$ cat src/rtl/carry_skip_adder_pipe.sv
// carry_skip_adder_pipe: pipelined carry-skip adder/subtractor with valid/ready handshakes
// Ports: clk, rst_n (sync, active-low); in_valid/in_ready with a, b, cin, sub (0: a+b+cin, 1: a-b);
//        out_valid/out_ready with sum, cout (sub: 1 = no borrow), ovf (signed overflow), zero.
module carry_skip_adder_pipe #(
    parameter int WIDTH  = 32,
    parameter int BLOCK  = 4,
    parameter int STAGES = 2
) (
    input  logic             clk,
    input  logic             rst_n,
    input  logic             in_valid,
    output logic             in_ready,
    input  logic [WIDTH-1:0] a,
    input  logic [WIDTH-1:0] b,
    input  logic             cin,
    input  logic             sub,
    output logic             out_valid,
    input  logic             out_ready,
    output logic [WIDTH-1:0] sum,
    output logic             cout,
    output logic             ovf,
    output logic             zero
);
    localparam int SW = WIDTH / STAGES;
    localparam int L  = STAGES - 1;

    // One slice: chain of ripple blocks whose carry-out bypasses the block when all bits propagate.
    function automatic logic [SW:0] slice_add(input logic [SW-1:0] x, input logic [SW-1:0] y, input logic c);
        logic [SW-1:0] s;
        logic bc, rc;
        s  = '0;
        bc = c;
        for (int k = 0; k < SW / BLOCK; k++) begin
            rc = bc;
            for (int j = 0; j < BLOCK; j++) begin
                s[k*BLOCK+j] = x[k*BLOCK+j] ^ y[k*BLOCK+j] ^ rc;
                rc = (x[k*BLOCK+j] & y[k*BLOCK+j]) | (rc & (x[k*BLOCK+j] ^ y[k*BLOCK+j]));
            end
            bc = &(x[k*BLOCK +: BLOCK] ^ y[k*BLOCK +: BLOCK]) ? bc : rc;
        end
        return {bc, s};
    endfunction

    logic [WIDTH-1:0]  ra [STAGES];
    logic [WIDTH-1:0]  rb [STAGES];
    logic [WIDTH-1:0]  rs [STAGES];
    logic [STAGES-1:0] rv, rc;
    logic [WIDTH-1:0]  na [STAGES];
    logic [WIDTH-1:0]  nb [STAGES];
    logic [WIDTH-1:0]  ns [STAGES];
    logic [SW:0]       r  [STAGES];
    logic [STAGES-1:0] nv, ci, nc;

    assign in_ready  = !out_valid || out_ready;
    assign out_valid = rv[L];
    assign sum       = rs[L];
    assign cout      = rc[L];

    // Full-width operands and partial sums travel with each op; stage s fills in its own slice.
    always_comb begin
        na[0] = a;
        nb[0] = sub ? ~b : b;
        ns[0] = '0;
        nv[0] = in_valid;
        ci[0] = sub | cin;
        for (int s = 1; s < STAGES; s++) begin
            na[s] = ra[s-1];
            nb[s] = rb[s-1];
            ns[s] = rs[s-1];
            nv[s] = rv[s-1];
            ci[s] = rc[s-1];
        end
        for (int s = 0; s < STAGES; s++) begin
            r[s] = slice_add(na[s][s*SW +: SW], nb[s][s*SW +: SW], ci[s]);
            ns[s][s*SW +: SW] = r[s][SW-1:0];
            nc[s] = r[s][SW];
        end
    end

    always_ff @(posedge clk) begin
        if (!rst_n) begin
            rv   <= '0;
            rc   <= '0;
            ra   <= '{default: '0};
            rb   <= '{default: '0};
            rs   <= '{default: '0};
            ovf  <= 1'b0;
            zero <= 1'b0;
        end else if (in_ready) begin
            rv   <= nv;
            rc   <= nc;
            ra   <= na;
            rb   <= nb;
            rs   <= ns;
            ovf  <= (na[L][WIDTH-1] == nb[L][WIDTH-1]) && (ns[L][WIDTH-1] != na[L][WIDTH-1]);
            zero <= ns[L] == '0;
        end
    end
endmodule

$ cat config.mk
export PLATFORM = sky130hd
export DESIGN_NAME = carry_skip_adder_pipe
export DESIGN_NICKNAME = d
export VERILOG_FILES = /design/src/rtl/carry_skip_adder_pipe.sv
export SDC_FILE = /design/constraint.sdc
export NUM_CORES = 1
export LEC_CHECK = 0
export CORE_MARGIN = 2
export CORE_UTILIZATION = 57
export CTS_BUF_LIST = sky130_fd_sc_hd__clkbuf_2 sky130_fd_sc_hd__clkbuf_4 sky130_fd_sc_hd__clkbuf_8
export DETAILED_ROUTE_END_ITERATION = 8
export PLACE_DENSITY = 0.89
export SETUP_SLACK_MARGIN = 0.1
export SLEW_MARGIN = 20
export SYNTH_ARGS = -nofsm -noshare
export SYNTH_HDL_FRONTEND = slang
export SYNTH_SLANG_ARGS = --single-unit
$ cat constraint.sdc
create_clock -name clk -period 17.2 [get_ports clk]
set_input_delay 2.58 -clock clk [delete_from_list [all_inputs] [get_ports clk]]
set_output_delay 2.58 -clock clk [all_outputs]
set_load 0.05 [all_outputs]
==> metrics.txt, run 1 <==
number of antenna violations at the first check in global routing=0; crit-path most repeated cell=sky130_fd_sc_hd__fa_1; proportion of register bits with asynchronous set or reset after synthesis=0; IO Pins=107; std cell rows=33; worst hold start=sum[12]$_SDFFE_PN0P_; largest buffer count on any clock path=2; IR Drop Worst-Case VDD=0.0605 mV; synthesized instance count=511; layout-stage area growth over the synthesis result=26.2%; Initial Util=0.588; reg2reg path depth=28; worst reg2reg path startpoint=rc[0]$_SDFFE_PN0P_; clock sink count=86; mean area per synthesized cell=9.40 um2; Critical Path Sink Type=register; hold violation total from the final report=0; Net count, final=734; area after detailed placement=5880 um2; maximum capacitance violations=0; post-DP HPWL=7470 um; CTS tree=built; overflow left after global routing=0; most common library cells after synthesis=134 x sky130_fd_sc_hd__nand2_1, 86 x sky130_fd_sc_hd__dfxtp_1, 49 x sky130_fd_sc_hd__a21boi_0; Worst Hold Margin=462 ps; flop-to-flop setup slack=9240 ps; final routed DRC violation total=0; floorplan die area=9180 um2; mapped cell area=4800 um2; largest area contributor in the netlist=sky130_fd_sc_hd__dfxtp_1; antenna diode instance count=0; worst path required time=17440 ps; fraction of power consumed by the clock network=0.248; number of levels the H-tree was split into=3; Sw Ratio=0.331; buffers inserted during post-CTS setup optimization=0; Fmax=91.4 MHz; Synthesis Warnings=0; post-layout power=541 uW; largest net degree at the start of global routing=117; pins over their slew limit=0; mean routed wirelength per cell=14.3 um; capture point of the worst reg-to-reg path=ovf$_SDFFE_PN0P_; Hold-fix buffers, CTS=0; highest fanout seen on the critical path=33; unrepaired setup endpoints after global routing=no; transition time at the pin with the least slew margin=1060 ps; GRT Total Usage=0.236; average vias per placed instance=5.15; most frequently used cell type in the post-synthesis netlist=sky130_fd_sc_hd__nand2_1; routed vias=3643; GPL Wtd Cong=0.859; number of cells on the worst hold path=2; Setup Total Neg Slack=0 ps; flop and latch count out of synthesis=86; final critical-path required period=10950 ps; switching pwr=179 uW; post-synthesis cell type count=30; Reg clk slew, reported paths=80 ps; global-route wire length before repair=16700 um; vias in the first global route=3771; crit path DAT=11190 ps; final cycle utilization of the critical path=0.636; die height=95.8 um; drt first-iter violations=117; critical path launch point type=primary input; clock skew=8.14 ps; leakage dissipation=0.00286 uW; number of input and output port buffers inserted=106; Critical Setup Path Class=in2reg; share of post-route cells with drive strength above 1=0.0381; Critical Path Start=sub; number of filler cells placed in the layout=603; number of enable-type register cells in the synthesized netlist=0; pwr/cell area=89.2 nW/um2; main flop type after synthesis=sky130_fd_sc_hd__dfxtp_1; final standard cell area without fillers=6060 um2; Final Core Density=0.741; Setup violations, final=0; run status=finished, final reports clean; core footprint=8180 um2; biggest area contributors in the synthesized netlist=sky130_fd_sc_hd__dfxtp_1 36%, sky130_fd_sc_hd__fa_1 13%, sky130_fd_sc_hd__nand2_1 10%, sky130_fd_sc_hd__ha_1 8.3%, sky130_fd_sc_hd__a21boi_0 7.7%; clock latency reported for the late side of the worst-skew pair=350 ps; slew margin rel.=0.291; final routed wirelength across all metal layers=10100 um; sequential element share of the synthesized area=0.358; Combinational Power Share=0.308; slowest cell on the critical path=sky130_fd_sc_hd__buf_2; class of the most critical hold timing path=reg2reg; count of TritonRoute iterations in the first routing pass=4; peak per-stage delay on the critical path=730 ps; horizontal die dimension=95.8 um; number of nets produced by synthesis=645; number of gates given a new drive strength after cts=0; top cell type's share of synthesized area=0.358; Hold EP=sum[12]$_SDFFE_PN0P_; number of buffers created by CTS=9; post-route antenna net violation count=0; Int Pwr=362 uW; Clk Tree Root Cell=sky130_fd_sc_hd__clkbuf_8; sequential cell fraction of total power=0.444
## cell usage in the layout, fill, tap and decap left out, drive strengths merged, types with 3 or more instances in the layout
master / count
ha: 32
xnor2: 16
nand4: 9
nor2b: 3
fa: 32
xor2: 17
o21ai: 3
a21oi: 3
o211a: 32
nor2: 4
nand2: 134
clkbuf: 10
inv: 40
clkdlybuf4s50: 104
a21boi: 49
dfxtp: 86
nor4: 8
buf: 5
## critical path, delay by kind of cell
kind / cells / cell delay [ps]
adder cells (fa/ha/maj): 16 / 6410
AND/OR/NAND/NOR: 2 / 120
XOR/XNOR: 1 / 250
AO/OA/AOI/OAI: 2 / 200
multiplexers: 2 / 510
buffers and inverters: 6 / 1100
## registers in the layout, summed over array words and instances (netlist names)
signal	cells
rc	2
nb	16
ovf	1
na	16
ns	16
zero	1
sum	32
rv	2
## layout make-up
class                   count  area (um2)  share of cell area
well taps                 105         131              0.0217
clock buffers              10         131              0.0217
inverters                  41         155              0.0256
clock inverters             4        50.0             0.00826
flip-flops and latches     86        1720               0.284
repair buffers            109        1070               0.177
multi-input cells         353        2800               0.461
## worst max-delay path by stage
stage	end	depth (start not counted)
2_1_floorplan	ns[15]$_SDFFE_PN0P_	30
3_3_place_gp	ns[15]$_SDFFE_PN0P_	29
3_5_place_dp	ns[15]$_SDFFE_PN0P_	29
4_1_cts	ns[15]$_SDFFE_PN0P_	29
5_1_grt	ns[15]$_SDFFE_PN0P_	29
6_report	ns[15]$_SDFFE_PN0P_	29
## routing by layer
metal,GRT usage,share of wire,vias up
li1,-,-,1829
met1,0.267,0.42,1731
met2,0.441,0.53,68
met3,0.0439,0.028,15
met4,0.0869,0.019,0
met5,0,0,-
## power groups by stage
stage	logic [uW]	clock network, uW	registers [uW]
floorplan	74.9	0	275
global placement	160	0	243
detailed placement	166	0	245
CTS	168	137	240
global route	183	144	243
finish	166	134	240
## per-stage QoR
| step | cells | setup slack [ps] |
|---|---|---|
| 6_report | 708 | 6250 |
| 5_1_grt | 708 | 5890 |
| 4_1_cts | 708 | 6230 |
| 3_5_place_dp | 694 | 5860 |
| 3_3_place_gp | 694 | 6150 |
| 2_1_floorplan | 511 | 6750 |
## kinds of logic after synthesis
| logic type | synth area share |
|---|---|
| xor gates and xnor gates | 0.0602 |
| DFF | 0.358 |
| AOI/OAI and AO/OA | 0.155 |
| buffers and inverters | 0.0610 |
| and+or+nand+nor | 0.139 |
| adders and majority gates | 0.217 |
| muxes | 0.00964 |
Note: power is estimated with default switching activity, not from simulation.
==> run 2, diff against run 1 <==
--- a/config.mk
+++ b/config.mk
@@ -6,10 +6,10 @@
 export NUM_CORES = 1
 export LEC_CHECK = 0
 export CORE_MARGIN = 2
-export CORE_UTILIZATION = 57
+export CORE_UTILIZATION = 53
 export CTS_BUF_LIST = sky130_fd_sc_hd__clkbuf_2 sky130_fd_sc_hd__clkbuf_4 sky130_fd_sc_hd__clkbuf_8
 export DETAILED_ROUTE_END_ITERATION = 8
-export PLACE_DENSITY = 0.89
+export PLACE_DENSITY = 0.83
 export SETUP_SLACK_MARGIN = 0.1
 export SLEW_MARGIN = 20
 export SYNTH_ARGS = -nofsm -noshare
==> constraint.sdc (replaced) <==
create_clock -name clk -period 11.25 [get_ports clk]
set_input_delay 1.6875 -clock clk [delete_from_list [all_inputs] [get_ports clk]]
set_output_delay 1.6875 -clock clk [all_outputs]
set_load 0.05 [all_outputs]
==> metrics.txt, run 2 (synthesized netlist as in run 1, its figures left out) <==
Critical Path Sink Type=register; largest net degree at the start of global routing=117; Int Pwr=585 uW; crit-path most repeated cell=sky130_fd_sc_hd__fa_1; Setup violations, final=0; Final Core Density=0.698; max FFs per register=32; number of antenna violations at the first check in global routing=0; Initial Util=0.548; clock latency reported for the late side of the worst-skew pair=340 ps; leading cell types in the layout, fill and taps excluded=134 x sky130_fd_sc_hd__nand2_1, 104 x sky130_fd_sc_hd__clkdlybuf4s50_1, 86 x sky130_fd_sc_hd__dfxtp_1; highest fanout seen on the critical path=2; peak per-stage delay on the critical path=470 ps; floorplan die area=9840 um2; global-route wire length before repair=16700 um; routed vias=3635; worst reg2reg path startpoint=na[16]$_SDFFE_PN0P_; IO Pins=107; GRT Total Usage=0.208; horizontal die dimension=99.2 um; Critical Setup Path Class=in2reg; die height=99.2 um; average vias per placed instance=5.09; Placement Setup Slack=1170 ps; final routed DRC violation total=0; Hold-fix buffers, CTS=0; most common cell after layout, fill and taps aside=sky130_fd_sc_hd__nand2_1; overflow left after global routing=0; run status=finished, final reports clean; Worst Hold Margin=462 ps; worst hold start=sum[23]$_SDFFE_PN0P_; Net count, final=735; share of post-route cells with drive strength above 1=0.0429; fraction of power consumed by the clock network=0.281; unrepaired setup endpoints after global routing=no; clock sink count=86; buffers inserted during post-CTS setup optimization=0; capture point of the worst reg-to-reg path=zero$_SDFFE_PN0P_; CTS tree=built; layout-stage area growth over the synthesis result=27.3%; number of levels the H-tree was split into=3; slew margin rel.=0.294; flop-to-flop setup slack=3170 ps; final cycle utilization of the critical path=0.864; number of filler cells placed in the layout=677; vias in the first global route=3638; number of gates given a new drive strength after cts=0; Setup Total Neg Slack=0 ps; pins over their slew limit=0; post-DP HPWL=7270 um; hold violation total from the final report=0; critical path launch point type=primary input; number of buffers created by CTS=9; largest buffer count on any clock path=2; Sw Ratio=0.322; pwr/cell area=141 nW/um2; final routed wirelength across all metal layers=10000 um; Clk Tree Root Cell=sky130_fd_sc_hd__clkbuf_8; transition time at the pin with the least slew margin=1060 ps; crit path DAT=9950 ps; Reg clk slew, reported paths=80 ps; slowest cell on the critical path=sky130_fd_sc_hd__clkdlybuf4s50_1; mean routed wirelength per cell=14.1 um; leakage dissipation=0.00289 uW; Layout Cells excl Fill=714; reg2reg path depth=27; drt first-iter violations=111; number of input and output port buffers inserted=106; final critical-path required period=9710 ps; antenna diode instance count=0; maximum capacitance violations=0; post-route antenna net violation count=0; IR Drop Worst-Case VDD=0.0755 mV; std cell rows=34; clock skew=6.28 ps; Hold EP=sum[23]$_SDFFE_PN0P_; Fmax=103 MHz; worst setup margin=1540 ps; GPL Wtd Cong=0.928; core footprint=8760 um2; number of cells on the worst hold path=2; Combinational Power Share=0.293; worst path required time=11480 ps; multi-input combinational cell area=2800 um2; count of placed standard cells including taps=698; Reg area=1720 um2; switching pwr=278 uW; sequential cell fraction of total power=0.426; class of the most critical hold timing path=reg2reg; count of TritonRoute iterations in the first routing pass=6
==> run 2: critical path: cells and delay by family <==
family	cells	cell delay, ps
multiplexers	2	500
buffers and inverters	6	860
XOR/XNOR	1	190
AO/OA/AOI/OAI	2	210
AND/OR/NAND/NOR	2	120
adder cells (fa/ha/maj)	16	6370
==> run 2: area by class of cell <==
| cell class | instances | area share |
|---|---|---|
| Multi-Input combinational cell | 353 | 0.457 |
| Timing Repair Buffer | 110 | 0.177 |
| Clock buffer | 11 | 0.0237 |
| Sequential cell | 86 | 0.282 |
| Clock inverter | 5 | 0.0133 |
| Inverter | 41 | 0.0254 |
| Tap cell | 108 | 0.0221 |
==> run 2: per-stage QoR <==
| stage | cell area, um2 | total power (uW) |
|---|---|---|
| floorplan | 4800 | 535 |
| global placement | 5890 | 618 |
| detailed placement | 5890 | 626 |
| CTS | 6120 | 869 |
| global route | 6120 | 910 |
| finish | 6120 | 863 |
==> run 2: worst max-delay path by stage <==
stage	startpoint	end	slack (ps)	depth (start not counted)
6_report	b[0]	ns[15]$_SDFFE_PN0P_	1540	29
5_1_grt	b[0]	ns[15]$_SDFFE_PN0P_	1140	29
4_1_cts	b[0]	ns[15]$_SDFFE_PN0P_	1500	29
3_5_place_dp	b[0]	ns[15]$_SDFFE_PN0P_	1170	29
3_3_place_gp	b[0]	ns[15]$_SDFFE_PN0P_	1350	29
2_1_floorplan	sub	ns[15]$_SDFFE_PN0P_	1700	30
==> run 2: power by group through the flow <==
stage | clock network, uW | registers (uW) | logic (uW)
floorplan | 0 | 420 | 114
global placement | 0 | 372 | 246
detailed placement | 0 | 375 | 252
CTS | 246 | 368 | 255
global route | 258 | 372 | 279
finish | 242 | 368 | 253
==> run 2: per-layer routing <==
layer  GRT usage  wire [um]  up-vias
li1            -          -     1827
met1       0.253       4310     1729
met2       0.381       5310       66
met3      0.0246        264       13
met4      0.0685        167        0
met5           0          0        -
